$ cat src/rtl/round_sat_pipe.sv
// Two-stage complex requantizer: rounds off FRAC_BITS fractional bits, then saturates or wraps to OUT_WIDTH.
// Carries a per-sample clip flag plus a sticky overflow flag and a saturating clip-event counter.
module round_sat_pipe #(
  parameter int unsigned IN_WIDTH  = 16,
  parameter int unsigned FRAC_BITS = 14,
  parameter int unsigned OUT_WIDTH = 16,
  parameter bit          SAT_EN    = 1'b1,
  parameter int unsigned CNT_WIDTH = 16
) (
  input  logic                 i_clk,
  input  logic                 i_rst,
  input  logic                 i_valid,
  output logic                 o_in_ready,
  input  logic [IN_WIDTH-1:0]  i_real,
  input  logic [IN_WIDTH-1:0]  i_imag,
  input  logic [1:0]           i_mode,
  output logic                 o_valid,
  input  logic                 i_ready,
  output logic [OUT_WIDTH-1:0] o_real,
  output logic [OUT_WIDTH-1:0] o_imag,
  output logic                 o_sat,
  input  logic                 i_ovf_clr,
  output logic                 o_ovf_sticky,
  output logic [CNT_WIDTH-1:0] o_sat_cnt
);

  localparam int unsigned RW = IN_WIDTH - FRAC_BITS + 1;
  localparam int unsigned EW = (OUT_WIDTH > RW) ? OUT_WIDTH : RW;
  localparam logic [OUT_WIDTH-1:0] MAX_V = {1'b0, {(OUT_WIDTH-1){1'b1}}};
  localparam logic [OUT_WIDTH-1:0] MIN_V = {1'b1, {(OUT_WIDTH-1){1'b0}}};
  localparam logic [CNT_WIDTH-1:0] CNT_MAX = '1;

  // Floor plus a mode-dependent increment; q is one bit wider so q+inc never overflows.
  function automatic logic [RW-1:0] round_comp(input logic [IN_WIDTH-1:0] x,
                                               input logic [1:0] mode);
    logic [RW-1:0] q;
    logic          h;
    logic          s;
    logic          inc;
    q = {x[IN_WIDTH-1], x[IN_WIDTH-1:FRAC_BITS]};
    h = x[FRAC_BITS-1];
    s = |x[FRAC_BITS-2:0];
    case (mode)
      2'd0:    inc = 1'b0;
      2'd2:    inc = h & (s | q[0]);
      default: inc = h & (s | ~x[IN_WIDTH-1]);
    endcase
    return q + RW'(inc);
  endfunction

  // Returns {clipped, value}; a wrapped out-of-range value still reports clipped.
  function automatic logic [OUT_WIDTH:0] requant(input logic [RW-1:0] r);
    logic [EW-1:0] rx;
    logic          fits;
    rx   = EW'($signed(r));
    fits = (rx[EW-1:OUT_WIDTH-1] == '0) || (rx[EW-1:OUT_WIDTH-1] == '1);
    if (fits || !SAT_EN) begin
      return {~fits, rx[OUT_WIDTH-1:0]};
    end
    return {1'b1, (rx[EW-1] ? MIN_V : MAX_V)};
  endfunction

  logic                 en;
  logic                 hs_sat;
  logic                 re_clip, im_clip;
  logic [OUT_WIDTH-1:0] re_val, im_val;

  logic                 valid_s1_q, valid_s1_d;
  logic [RW-1:0]        r_re_q, r_re_d;
  logic [RW-1:0]        r_im_q, r_im_d;
  logic                 valid_q, valid_d;
  logic [OUT_WIDTH-1:0] out_re_q, out_re_d;
  logic [OUT_WIDTH-1:0] out_im_q, out_im_d;
  logic                 sat_q, sat_d;
  logic                 sticky_q, sticky_d;
  logic [CNT_WIDTH-1:0] cnt_q, cnt_d;

  // Pipeline advance, stage-2 requantization and flag bookkeeping.
  always_comb begin
    en         = ~valid_q | i_ready;
    hs_sat     = valid_q & i_ready & sat_q;
    {re_clip, re_val} = requant(r_re_q);
    {im_clip, im_val} = requant(r_im_q);

    valid_s1_d = valid_s1_q;
    r_re_d     = r_re_q;
    r_im_d     = r_im_q;
    valid_d    = valid_q;
    out_re_d   = out_re_q;
    out_im_d   = out_im_q;
    sat_d      = sat_q;
    sticky_d   = sticky_q;
    cnt_d      = cnt_q;

    if (en) begin
      valid_s1_d = i_valid;
      r_re_d     = round_comp(i_real, i_mode);
      r_im_d     = round_comp(i_imag, i_mode);
      valid_d    = valid_s1_q;
      out_re_d   = re_val;
      out_im_d   = im_val;
      sat_d      = valid_s1_q & (re_clip | im_clip);
    end

    // Clear takes effect first, then a coincident clipped handshake is still counted.
    if (i_ovf_clr) begin
      sticky_d = hs_sat;
      cnt_d    = hs_sat ? CNT_WIDTH'(1) : '0;
    end else if (hs_sat) begin
      sticky_d = 1'b1;
      cnt_d    = (cnt_q == CNT_MAX) ? cnt_q : cnt_q + CNT_WIDTH'(1);
    end
  end

  always_ff @(posedge i_clk) begin
    if (i_rst) begin
      valid_s1_q <= 1'b0;
      r_re_q     <= '0;
      r_im_q     <= '0;
      valid_q    <= 1'b0;
      out_re_q   <= '0;
      out_im_q   <= '0;
      sat_q      <= 1'b0;
      sticky_q   <= 1'b0;
      cnt_q      <= '0;
    end else begin
      valid_s1_q <= valid_s1_d;
      r_re_q     <= r_re_d;
      r_im_q     <= r_im_d;
      valid_q    <= valid_d;
      out_re_q   <= out_re_d;
      out_im_q   <= out_im_d;
      sat_q      <= sat_d;
      sticky_q   <= sticky_d;
      cnt_q      <= cnt_d;
    end
  end

  assign o_in_ready   = en;
  assign o_valid      = valid_q;
  assign o_real       = out_re_q;
  assign o_imag       = out_im_q;
  assign o_sat        = sat_q;
  assign o_ovf_sticky = sticky_q;
  assign o_sat_cnt    = cnt_q;

endmodule

$ cat config.mk
export PLATFORM = sky130hd
export DESIGN_NAME = round_sat_pipe
export DESIGN_NICKNAME = d
export VERILOG_FILES = /design/src/rtl/round_sat_pipe.sv
export SDC_FILE = /design/constraint.sdc
export NUM_CORES = 1
export LEC_CHECK = 0
export ABC_CLOCK_PERIOD_IN_PS = 2840
export CORE_MARGIN = 3
export CORE_UTILIZATION = 31
export CTS_CLUSTER_SIZE = 25
export DETAILED_ROUTE_END_ITERATION = 7
export PLACE_DENSITY = 0.81
export SLEW_MARGIN = 20
export SYNTH_ARGS = -nofsm -noshare
export SYNTH_HDL_FRONTEND = slang
export SYNTH_SLANG_ARGS = --single-unit
export TNS_END_PERCENT = 1
$ cat constraint.sdc
create_clock -name i_clk -period 2.84 [get_ports i_clk]
set_input_delay 0.852 -clock i_clk [delete_from_list [all_inputs] [get_ports i_clk]]
set_output_delay 0.852 -clock i_clk [all_outputs]
set_load 0.05 [all_outputs]
### After elaboration in Yosys (flattened, before gate mapping)

Index checks and enable logic that the tools add are counted.

* bits in latches: 0
* output and inout port bits: 52
* memory bits (read-only): 0
* bits in registers: 31
* memories kept: 0
* RAM bits: 0

* reductions and logical operators: 4
* eq/ne operators: 3
* magnitude comparators: 0
* shift operators: 0
* $add $sub $neg: 2
* bitwise operators: 12
* divide/modulo/power cells: 0
* muxes and demuxes: 6
* $mul: 0

Operator list (count)
* 13-bit OR reduction: 2
* 16-bit equality test, second input constant: 1
* 16-bit two-way mux: 1
* 2-bit by 2-bit adder with 3-bit output: 2
* 1-bit OR: 5
* 1-bit AND: 4
* 1-bit case mux with 2 select lines: 2
* 1-bit two-way mux: 3
* 1-bit inverter: 3
* 2-bit equality test, second input constant: 1
* 2-bit logical NOT: 1
* 2-bit inequality test, second input constant: 1
* 2-bit AND reduction: 1

### Logic depth before layout (Yosys ltp)

* depth after elaboration: 6
* gate-level depth with buffers: 8
* mapped depth without buffers: 8

### Least setup slack after synthesis

Ideal clock, no wire load.

* path kind: input -> register
* start point: in i_imag[1]
* end point: reg r_im_q[1]
* cell stages on the path: 7
* slack: 0.553 ns
* buffers on the path: 0
* required time: 2.754 ns
* arrival: 2.201 ns
* cells stage by stage: or4_4 -> nor4_2 -> a31oi_1 -> ha_1 -> inv_1 -> ha_1 -> a211oi_1

* cells in the longest elaborated chain, start to end: 6
* elaborated cells between the ends (all ways): 8

RTL lines
* start, declared: RTL line 15 `input logic [IN_WIDTH-1:0] i_imag,`
* 13-bit OR reduction *: RTL line 42 `s = |x[FRAC_BITS-2:0];`
* 1-bit OR, on equally long branches: RTL line 46, 45
* 1-bit AND, on equally long branches: RTL line 46, 45
* 1-bit case mux with 2 select lines *: RTL line 43 `case (mode)`
* 1-bit two-way mux *: RTL line 95 `if (en) begin`
* 2-bit by 2-bit adder with 3-bit output *: RTL line 48 `return q + RW'(inc);`
* end signal, assigned: RTL line 129 `r_im_q <= r_im_d;`
* end, declared: RTL line 70 `logic [RW-1:0] r_im_q, r_im_d;`

Mark *: on every way between the ends. The rest lies on a longest branch, timed or not. The select of a mux whose other input is x is not followed.
A chain may end at the register's enable or synchronous reset.

### Worst setup path after layout

* start point: reg o_imag[2] (netlist name)
* end point: out o_imag[6]

RTL lines
* end, declared: RTL line 20 `output logic [OUT_WIDTH-1:0] o_imag,`

No word-level cell between the ends.

==> results by group <==
Cells and area
  • FF+latch area: 280 sq um
  • Number of diodes: 0
  • Finished Layout Cells: 214
  • Final nets: 217
  • Cell area after layout: 1530 sq um
  • Layout area overhead: 53.1%
  • Multi-input logic area: 420 sq um
  • Fin util: 52.8%
  • Layout filler cell count: 278
  • Fraction of layout cells with a size suffix above 1: 6.40%

Timing
  • Max Fclk: 389 MHz
  • Fin crit period: 2570 ps
  • Final hold slack: 455 ps
  • RSZ-0062 raised after global routing: no
  • Max Slew Vio Count: 0
  • Final setup violation count: 0
  • Final WS setup: 269 ps
  • Post-route clock skew: 3.68 ps
  • Slew headroom: 66.2%
  • Fin Setup TNS: 0 ps
  • Worst Max-Slew Pin Slew: 505 ps
  • Final hold vios: 0
  • Final period util: 90.5%

Clocking
  • Clock Sinks: 14
  • Reg clk slew, reported paths: 80 ps
  • Hold_buf cts: 0
  • Setup bufs post-CTS: 0
  • Post-CTS resize count: 0
  • Maximum clock insertion buffer count: 2
  • CTS H-tree depth: 1
  • Worst skew pair latency: 270 ps
  • Clk root buf: clkbuf_4
  • Num CTS Buffers: 3
  • CTS tree: yes

Place
  • Gpl congestion: 0.670
  • Worst slack, placed: 19.8 ps
  • Dpl cells: 211
  • Placed Area: 1510 sq um
  • DP HPWL: 1.83 mm
  • IO buf count: 71

Synthesis
  • Synth area leader: buf_4
  • Post-Syn Area: 1000 sq um
  • XOR/XNOR Fraction of Synth Area: 0%
  • Main area contributors after synthesis: buf_4 (33%), dfxtp_1 (28%), nand2_1 (8.3%), a21oi_1 (5.5%), ha_1 (5.0%)
  • Largest family of logic cells by synthesized area: buffers and inverters
  • Post-Synth Simple-Gate Area: 19.0%
  • Synth top area share: 33.0%
  • Multiplexer share of the synthesized area: 2.00%
  • Yosys reg bits: 14
  • Sequential-to-total area share from yosys stat: 28.0%
  • Synth Area per Inst: 7.93 sq um
  • Post-Syn Instances: 126
  • Post-synthesis adder-cell area fraction: 5.01%
  • Post-synth cell types: 20
  • Syn. warnings: 0
  • Synth Area in Compound Gates: 9.26%

Die
  • Initial Utilization: 34.5%
  • I/O pin cnt: 91
  • Die area: 3940 sq um
  • Core region area: 2900 sq um
  • Chip Height: 62.8 um
  • # rows: 19
  • Die W: 62.8 um

Power
  • Psw: 0.235 mW
  • Clock power share: 17.9%
  • VDD IR-drop max: 0.000234 V
  • Switching power share of the total: 39.8%
  • PwrDens: 387 nW/um^2
  • Gate power share: 44.9%
  • Internal power: 0.356 mW
  • Total power: 0.592 mW
  • Leak pwr: 0.603 nW
  • Sequential Power Share: 37.1%

GRT
  • Vias in the first global route: 767
  • Gr usage total: 10.1%
  • Total grt overflow: 0
  • Largest net degree at the start of global routing: 16
  • Global-route wire length before repair: 3.27 mm
  • Antenna violations before repair: 0

Setup path
  • Critical path origin: o_imag[2]
  • Crit path cell chain: clkdlybuf4s50_1
  • Largest stage delay, worst path: 890 ps
  • WP buf/inv: 1
  • CP Launch Type: flop
  • Critical path endpoint category: output port
  • Top delay family on crit path: buffers and inverters
  • Worst Path Max Fanout: 15
  • WS Path Type: flop to output port
  • Crit path DAT: 1720 ps
  • R2r startpoint: o_valid
  • CP Data Required Time: 1990 ps
  • Crit-path slowest cell: clkdlybuf4s50_1

Detailed routing
  • DRT antenna net count: 0
  • Drt via density: 4.04
  • Via count: 865
  • Router iterations before antenna repair: 4
  • Total length of routed wires: 2.12 mm
  • # DRC: 0
  • WL per Instance: 9.89 um
  • Iteration-0 DRC Markers: 12

Worst hold path
  • HP Class: flop to flop
  • Hold_sp: r_re_q[2]

Run
  • Max cap viols: 0

Run status
  • Status: finished, final reports clean
synth_stat cells:
library cell and n:
mux2i_1 2, clkbuf_1 1, a31oi_1 2, nor2b_1 1, o21ai_0 2, a211oi_1 2, or4_1 2, nand2_1 22
nor2b_4 1, nor4_2 2, buf_2 2, inv_1 5, buf_4 44, nor2_1 4, dfxtp_1 14, conb_1 1
or4_4 2, ha_1 4, a21oi_1 11, nor3_1 2
path summary, 6_finish.rpt:
kind | slack (ps) | cells past startpoint | end
max | 270 | 1 | o_imag[6]
min | 460 | 2 | r_re_q[2]
max reg2reg | 1720 | 5 | r_im_q[1]
min reg2reg | 460 | 2 | r_re_q[2]
final cells by class:
cell class | count | area share (%)
Timing Repair Buffer | 73 | 48.1
Multi-Input combinational cell | 77 | 27.5
Sequential cell | 14 | 18.3
Tap cell | 42 | 3.43
Clock buffer | 3 | 1.47
Inverter | 5 | 1.23
layer usage:
metal  part of all wire [%]  track usage (%)  vias up
met5                      0                0        -
met4                      0            0.826        0
met3                     11             6.12        0
met2                     51             17.8       48
met1                     38             10.7      374
li1                       -                -      443
kinds of logic (layout without fill, tap and decap cells):
logic type	count (synthesis)	after routing
AOI/OAI and AO/OA	17	17
adders and majority gates	4	4
DFF	14	14
muxes	2	2
other	1	18
buffers and inverters	52	81
and+or+nand+nor	36	36
power by group through the flow:
stage | Sequential, mW | Combinational [mW] | Clock [mW]
floorplan | 0.243 | 0.185 | 0
global placement | 0.224 | 0.264 | 0
detailed placement | 0.224 | 0.266 | 0
CTS | 0.220 | 0.267 | 0.112
global route | 0.222 | 0.279 | 0.126
finish | 0.220 | 0.266 | 0.106
flip-flops by register name, summed over array words and instances, names as in the netlist:
signal      count
r_re_q          3
o_valid         1
valid_s1_q      1
o_imag          3
r_im_q          3
o_real          3
cells in the final DEF (no fill, tap or decap):
| cell | count |
|---|---|
| a211oi_1 | 2 |
| a21oi_1 | 11 |
| a31oi_1 | 2 |
| buf_12 | 1 |
| buf_4 | 2 |
| clkbuf_4 | 3 |
| clkdlybuf4s50_1 | 70 |
| conb_1 | 18 |
| dfxtp_1 | 14 |
| ha_1 | 4 |
| inv_1 | 5 |
| mux2i_1 | 2 |
| nand2_1 | 22 |
| nor2_1 | 4 |
| nor2b_1 | 1 |
| nor2b_4 | 1 |
| nor3_1 | 2 |
| nor4_2 | 2 |
| o21ai_0 | 2 |
| or4_1 | 2 |
| or4_4 | 2 |
No activity file was read; power rests on OpenSTA's default activity.
==> RTL edit 1, RTL diff (same flow settings) <==
Set the parameter `OUT_WIDTH` to 14 (it was 16).
--- a/src/rtl/round_sat_pipe.sv
+++ b/src/rtl/round_sat_pipe.sv
@@ -3,7 +3,7 @@
 module round_sat_pipe #(
   parameter int unsigned IN_WIDTH  = 16,
   parameter int unsigned FRAC_BITS = 14,
-  parameter int unsigned OUT_WIDTH = 16,
+  parameter int unsigned OUT_WIDTH = 14,
   parameter bit          SAT_EN    = 1'b1,
   parameter int unsigned CNT_WIDTH = 16
 ) (
Ports: changed (resized o_imag and o_real); port bits go from 91 to 87. No check against the original RTL was run, so the function may have changed too.
==> RTL edit 1 against the original RTL <==
  * Core utilization decreased by 0.48 points
  * Sequential cell count unchanged
  * Synthesized area decreased by 3.0%
  * Clock skew is 0.0018 ns lower
  * Total power is 3.5% higher
  * Setup slack better by 0.036 ns
  * First-iteration DRC count decreased by 33%
  * Final area down 1.7%
  * Routed wire length decreased by 2.9%
  * Die area shrank 2.7%
  * Critical path type unchanged
  * Largest cell class unchanged
  * Largest power group unchanged
==> RTL edit 1: results (changes against the original RTL) <==
routing:
  wl_met2_mm: 1.06  # was 1.08 mm
  vias_per_cell: 4.01  # was 4.04
  wl_mm: 2.06  # was 2.12 mm
  wl_met3_um: 184  # was 235 um
  drt_iter0_markers: 8  # was 12
  wl_per_cell_um: 9.74  # was 9.89 um
  highest-signal-layer: "met4"  # was met3
worst_setup_path:
  arrival_ns: 1.68  # was 1.72 ns
  cp_max_fo: 13  # was 15
placement:
  dpl_worst_slack_ns: 0.0232  # was 0.0198 ns
  port_buffers: 67  # was 71
  place_area_sq_um: 1470  # was 1510 sq um
  place_congestion: 0.672  # was 0.670
sta:
  maxSlewHeadroom: 0.663  # was 0.662
  finalClockSkew_ns: 0.00185  # was 0.00368 ns
power_and_ir_drop:
  p_int_mw: 0.381  # was 0.356 mW
  p_leak_nw: 0.596  # was 0.603 nW
  comb_power_share: 0.410  # was 0.449
  irDropWorstVdd_mv: 0.328  # was 0.234 mV
cells_and_area:
  final_core_util: 0.523  # was 0.528
  final_nets: 213  # was 217
  drive_gt1_frac: 0.0710  # was 0.0640
  fillers: 281  # was 278
global_routing:
  grt.total_usage: 0.108  # was 0.101
  grt_pass1_wl_mm: 3.04  # was 3.27 mm
  grt_pass1_vias: 693  # was 767
synthesis:
  synth_compound_gate_area_share: 0.0955  # was 0.0926
  synthAdderAreaFrac: 0.0516  # was 0.0501
  synth_mux_area_frac: 0.0206  # was 0.0200
  syn_inst: 122  # was 126
outcome:
  status: "finished clean"  # unchanged
## RTL edit 1: cell count changes after synthesis, sizes merged
cell	unedited run	this run
buf	46	42
## RTL edit 1: cells by family (layout without fill, tap and decap cells)
kind of cell / count (synthesis) / in the layout
AND/OR/NAND/NOR: 36 / 36
multiplexers: 2 / 2
adder cells (fa/ha/maj): 4 / 4
other: 1 / 18
buffers and inverters: 48 / 78
AO/OA/AOI/OAI: 17 / 17
flip-flops: 14 / 14
## RTL edit 1: area by class of cell
| cell class | instances | share of cell area |
|---|---|---|
| Tap cell | 42 | 0.0349 |
| Inverter | 5 | 0.0125 |
| Timing Repair Buffer | 69 | 0.463 |
| Clock buffer | 4 | 0.0241 |
| Multi-Input combinational cell | 77 | 0.280 |
| Sequential cell | 14 | 0.186 |
## RTL edit 1: layer usage
| metal | vias to the layer above | global-route usage |
|---|---|---|
| met5 | - | 0 |
| met3 | 2 | 0.0393 |
| met4 | 0 | 0.0273 |
| met2 | 46 | 0.185 |
| li1 | 435 | - |
| met1 | 363 | 0.128 |
## RTL edit 1: path summary, 6_finish.rpt
path | start | depth (start not counted) | slack, ns | to
max | o_imag[2] | 1 | 0.31 | o_imag[5]
min | o_real[1] | 2 | 0.46 | o_real[1]
max reg2reg | o_valid | 5 | 1.71 | r_im_q[1]
min reg2reg | o_real[1] | 2 | 0.46 | o_real[1]
## RTL edit 1: power by group through the flow
stage,logic [mW],clock network (mW),registers (mW)
after floorplan,0.172,0,0.242
after global placement,0.250,0,0.223
after detailed placement,0.251,0,0.224
after CTS,0.252,0.146,0.219
after global routing,0.266,0.155,0.221
final,0.251,0.142,0.219
## RTL edit 1: tightest hold or removal path, delay by kind of cell (launching register included)
kind / cells / cell delay, ns
compound gates: 1 / 0.05
flops: 1 / 0.32
simple gates: 1 / 0.05
==> RTL edit 2, RTL diff (config.mk and constraints unchanged) <==
Made on the original files. Reset style: asynchronous (`i_rst`), changed in one clocked block.
--- a/src/rtl/round_sat_pipe.sv
+++ b/src/rtl/round_sat_pipe.sv
@@ -112,7 +112,7 @@
     end
   end
 
-  always_ff @(posedge i_clk) begin
+  always_ff @(posedge i_clk or posedge i_rst) begin
     if (i_rst) begin
       valid_s1_q <= 1'b0;
       r_re_q     <= '0;
Behaviour: differs if i_rst is asserted again (counterexample within 4 cycles, from zero or initial values and one cycle with i_rst high); with i_rst held inactive, the same outputs for 10 cycles.
==> RTL edit 2 against the original RTL <==
  * Global-route usage decreased by 0.75 points
  * Synthesized area increased by 4.5%
  * Final area increased by 3.4%
  * Routed wire length decreased by 1.2%
  * Via count decreased by 11%
  * Sequential cell count unchanged
  * Sequential share of layout area increased by 3.8 points
  * Setup slack got worse by 0.0048 ns
Power is not compared: it rests on default switching activity, and its combinational part moved more than twofold at a synthesized area within 25%.
==> RTL edit 2: results (changes against the original RTL) <==
placement:
  place_hpwl_mm: 1.88  # was 1.83 mm
  dpl_worst_slack_ns: 0.0781  # was 0.0198 ns
  place_congestion: 0.752  # was 0.670
  port_buffers: 71  # unchanged
synthesis:
  yosysWarningCount: 0  # unchanged
  ys_async_sr_fraction: 1.00  # was 0
  synth_ff_type: "dfrtp_1"  # was dfxtp_1
  synth_commonest_cells: "buf_4 (44), dfrtp_1 (14), mux2_2 (11)"  # was buf_4 (44), nand2_1 (22), dfxtp_1 (14)
  synth_cell_types: 19  # was 20
  ys_seq_area_frac: 0.335  # was 0.280
  synth.area.top_cells: "dfrtp_1 (34%), buf_4 (32%), mux2_2 (12%)"  # was buf_4 (33%), dfxtp_1 (28%), nand2_1 (8.3%)
routing:
  wl_mm: 2.09  # was 2.12 mm
  drt_iter0_markers: 9  # was 12
  postRouteAntennaNets: 0  # unchanged
  drt_pass1_iterations: 3  # was 4
  vias_per_cell: 4.00  # was 4.04
cells_and_area:
  drive_gt1_frac: 0.141  # was 0.0640
  fillers: 286  # was 278
  final_nets: 193  # was 217
worst_setup_path:
  rr_startpoint: "o_valid"  # unchanged
  cp-startpoint: "o_imag[2]"  # unchanged
  reg2regPathDepth: 3  # was 5
  crit_family: "buffers and inverters"  # unchanged
  r2r_slack_ns: 1.61  # was 1.72 ns
  r2r_end: "o_imag[0]"  # was r_im_q[1]
  arrival_ns: 1.72  # about the same
sta:
  finalClockSkew_ns: 0.00450  # was 0.00368 ns
  maxSlewHeadroom: 0.657  # was 0.662
min_path:
  worstHoldEndpoint: "o_valid"  # was r_re_q[2]
  holdCritStartpoint: "valid_s1_q"  # was r_re_q[2]
  whs_path_depth: 1  # was 2
global_routing:
  antenna_found_initial: 0  # unchanged
  grt_pass1_wl_mm: 3.10  # was 3.27 mm
  grt_max_degree: 17  # was 16
  grt.total_usage: 0.0938  # was 0.101
  grt_pass1_vias: 727  # was 767
clocking:
  cts-resized-gates: 0  # unchanged
  cts_buffers: 3  # unchanged
  cts-root-buf: "clkbuf_4"  # unchanged
  htreeDepth: 1  # unchanged
  clk_pin_slew_worst_paths_ns: 0.08  # about the same
  postCtsSetupRepairBufs: 0  # unchanged
power_and_ir_drop:
  irDropWorstVdd_mv: 0.353
  p_switching_mw: 0.581
outcome:
  status: "finished clean"  # unchanged
## RTL edit 2: layout make-up
type	instances	area, sq um	area share
clock buffer	4	36.3	0.0229
multi-input combinational	54	393	0.248
sequential	14	350	0.222
tap	44	55.1	0.0348
timing repair buffer	72	728	0.460
inverter	5	18.8	0.0119
## RTL edit 2: how the worst max path moves through the flow
| stage | to | slack, ns | depth (start not counted) |
|---|---|---|---|
| final | o_imag[13] | 0.26 | 1 |
| after global routing | o_real[10] | 0.14 | 1 |
| after global placement | r_im_q[0] | 0.1 | 6 |
| after CTS | o_imag[13] | 0.21 | 1 |
| after floorplan | r_im_q[0] | 0.60 | 5 |
| after detailed placement | r_im_q[1] | 0.08 | 8 |
## RTL edit 2: cell families after synthesis
family | Yosys count | synth area share
simple gates | 13 | 0.0946
flops | 14 | 0.335
compound gates | 6 | 0.0311
mux | 13 | 0.138
buf+inv | 51 | 0.350
other cells | 1 | 0.00359
fa+ha+maj | 4 | 0.0479
## RTL edit 2: power groups by stage
stage	combinational, mW	sequential [mW]	clock, mW
after floorplan	0.531	0.348	0
after global placement	0.734	0.273	0
after detailed placement	0.738	0.278	0
after CTS	0.739	0.274	0.141
after global routing	0.757	0.282	0.150
final	0.734	0.272	0.135
## RTL edit 2: metrics by stage
stage	instance area, sq um	util	instances	hold slack (ns)	power [mW]
3_3_place_gp	1550	0.494	189	0.440	1.01
4_1_cts	1580	0.506	193	0.475	1.15
6_report	1580	0.506	193	0.470	1.14
5_1_grt	1580	0.506	193	0.490	1.19
3_5_place_dp	1550	0.494	189	0.455	1.02
2_1_floorplan	1110	-	119	0.430	0.878
## RTL edit 2: metal layers
layer | track usage | wire length [um] | vias up
li1 | - | - | 371
met1 | 0.0967 | 704 | 354
met2 | 0.185 | 1150 | 47
met3 | 0.0281 | 240 | 0
met4 | 0.0162 | 0 | 0
met5 | 0 | 0 | -
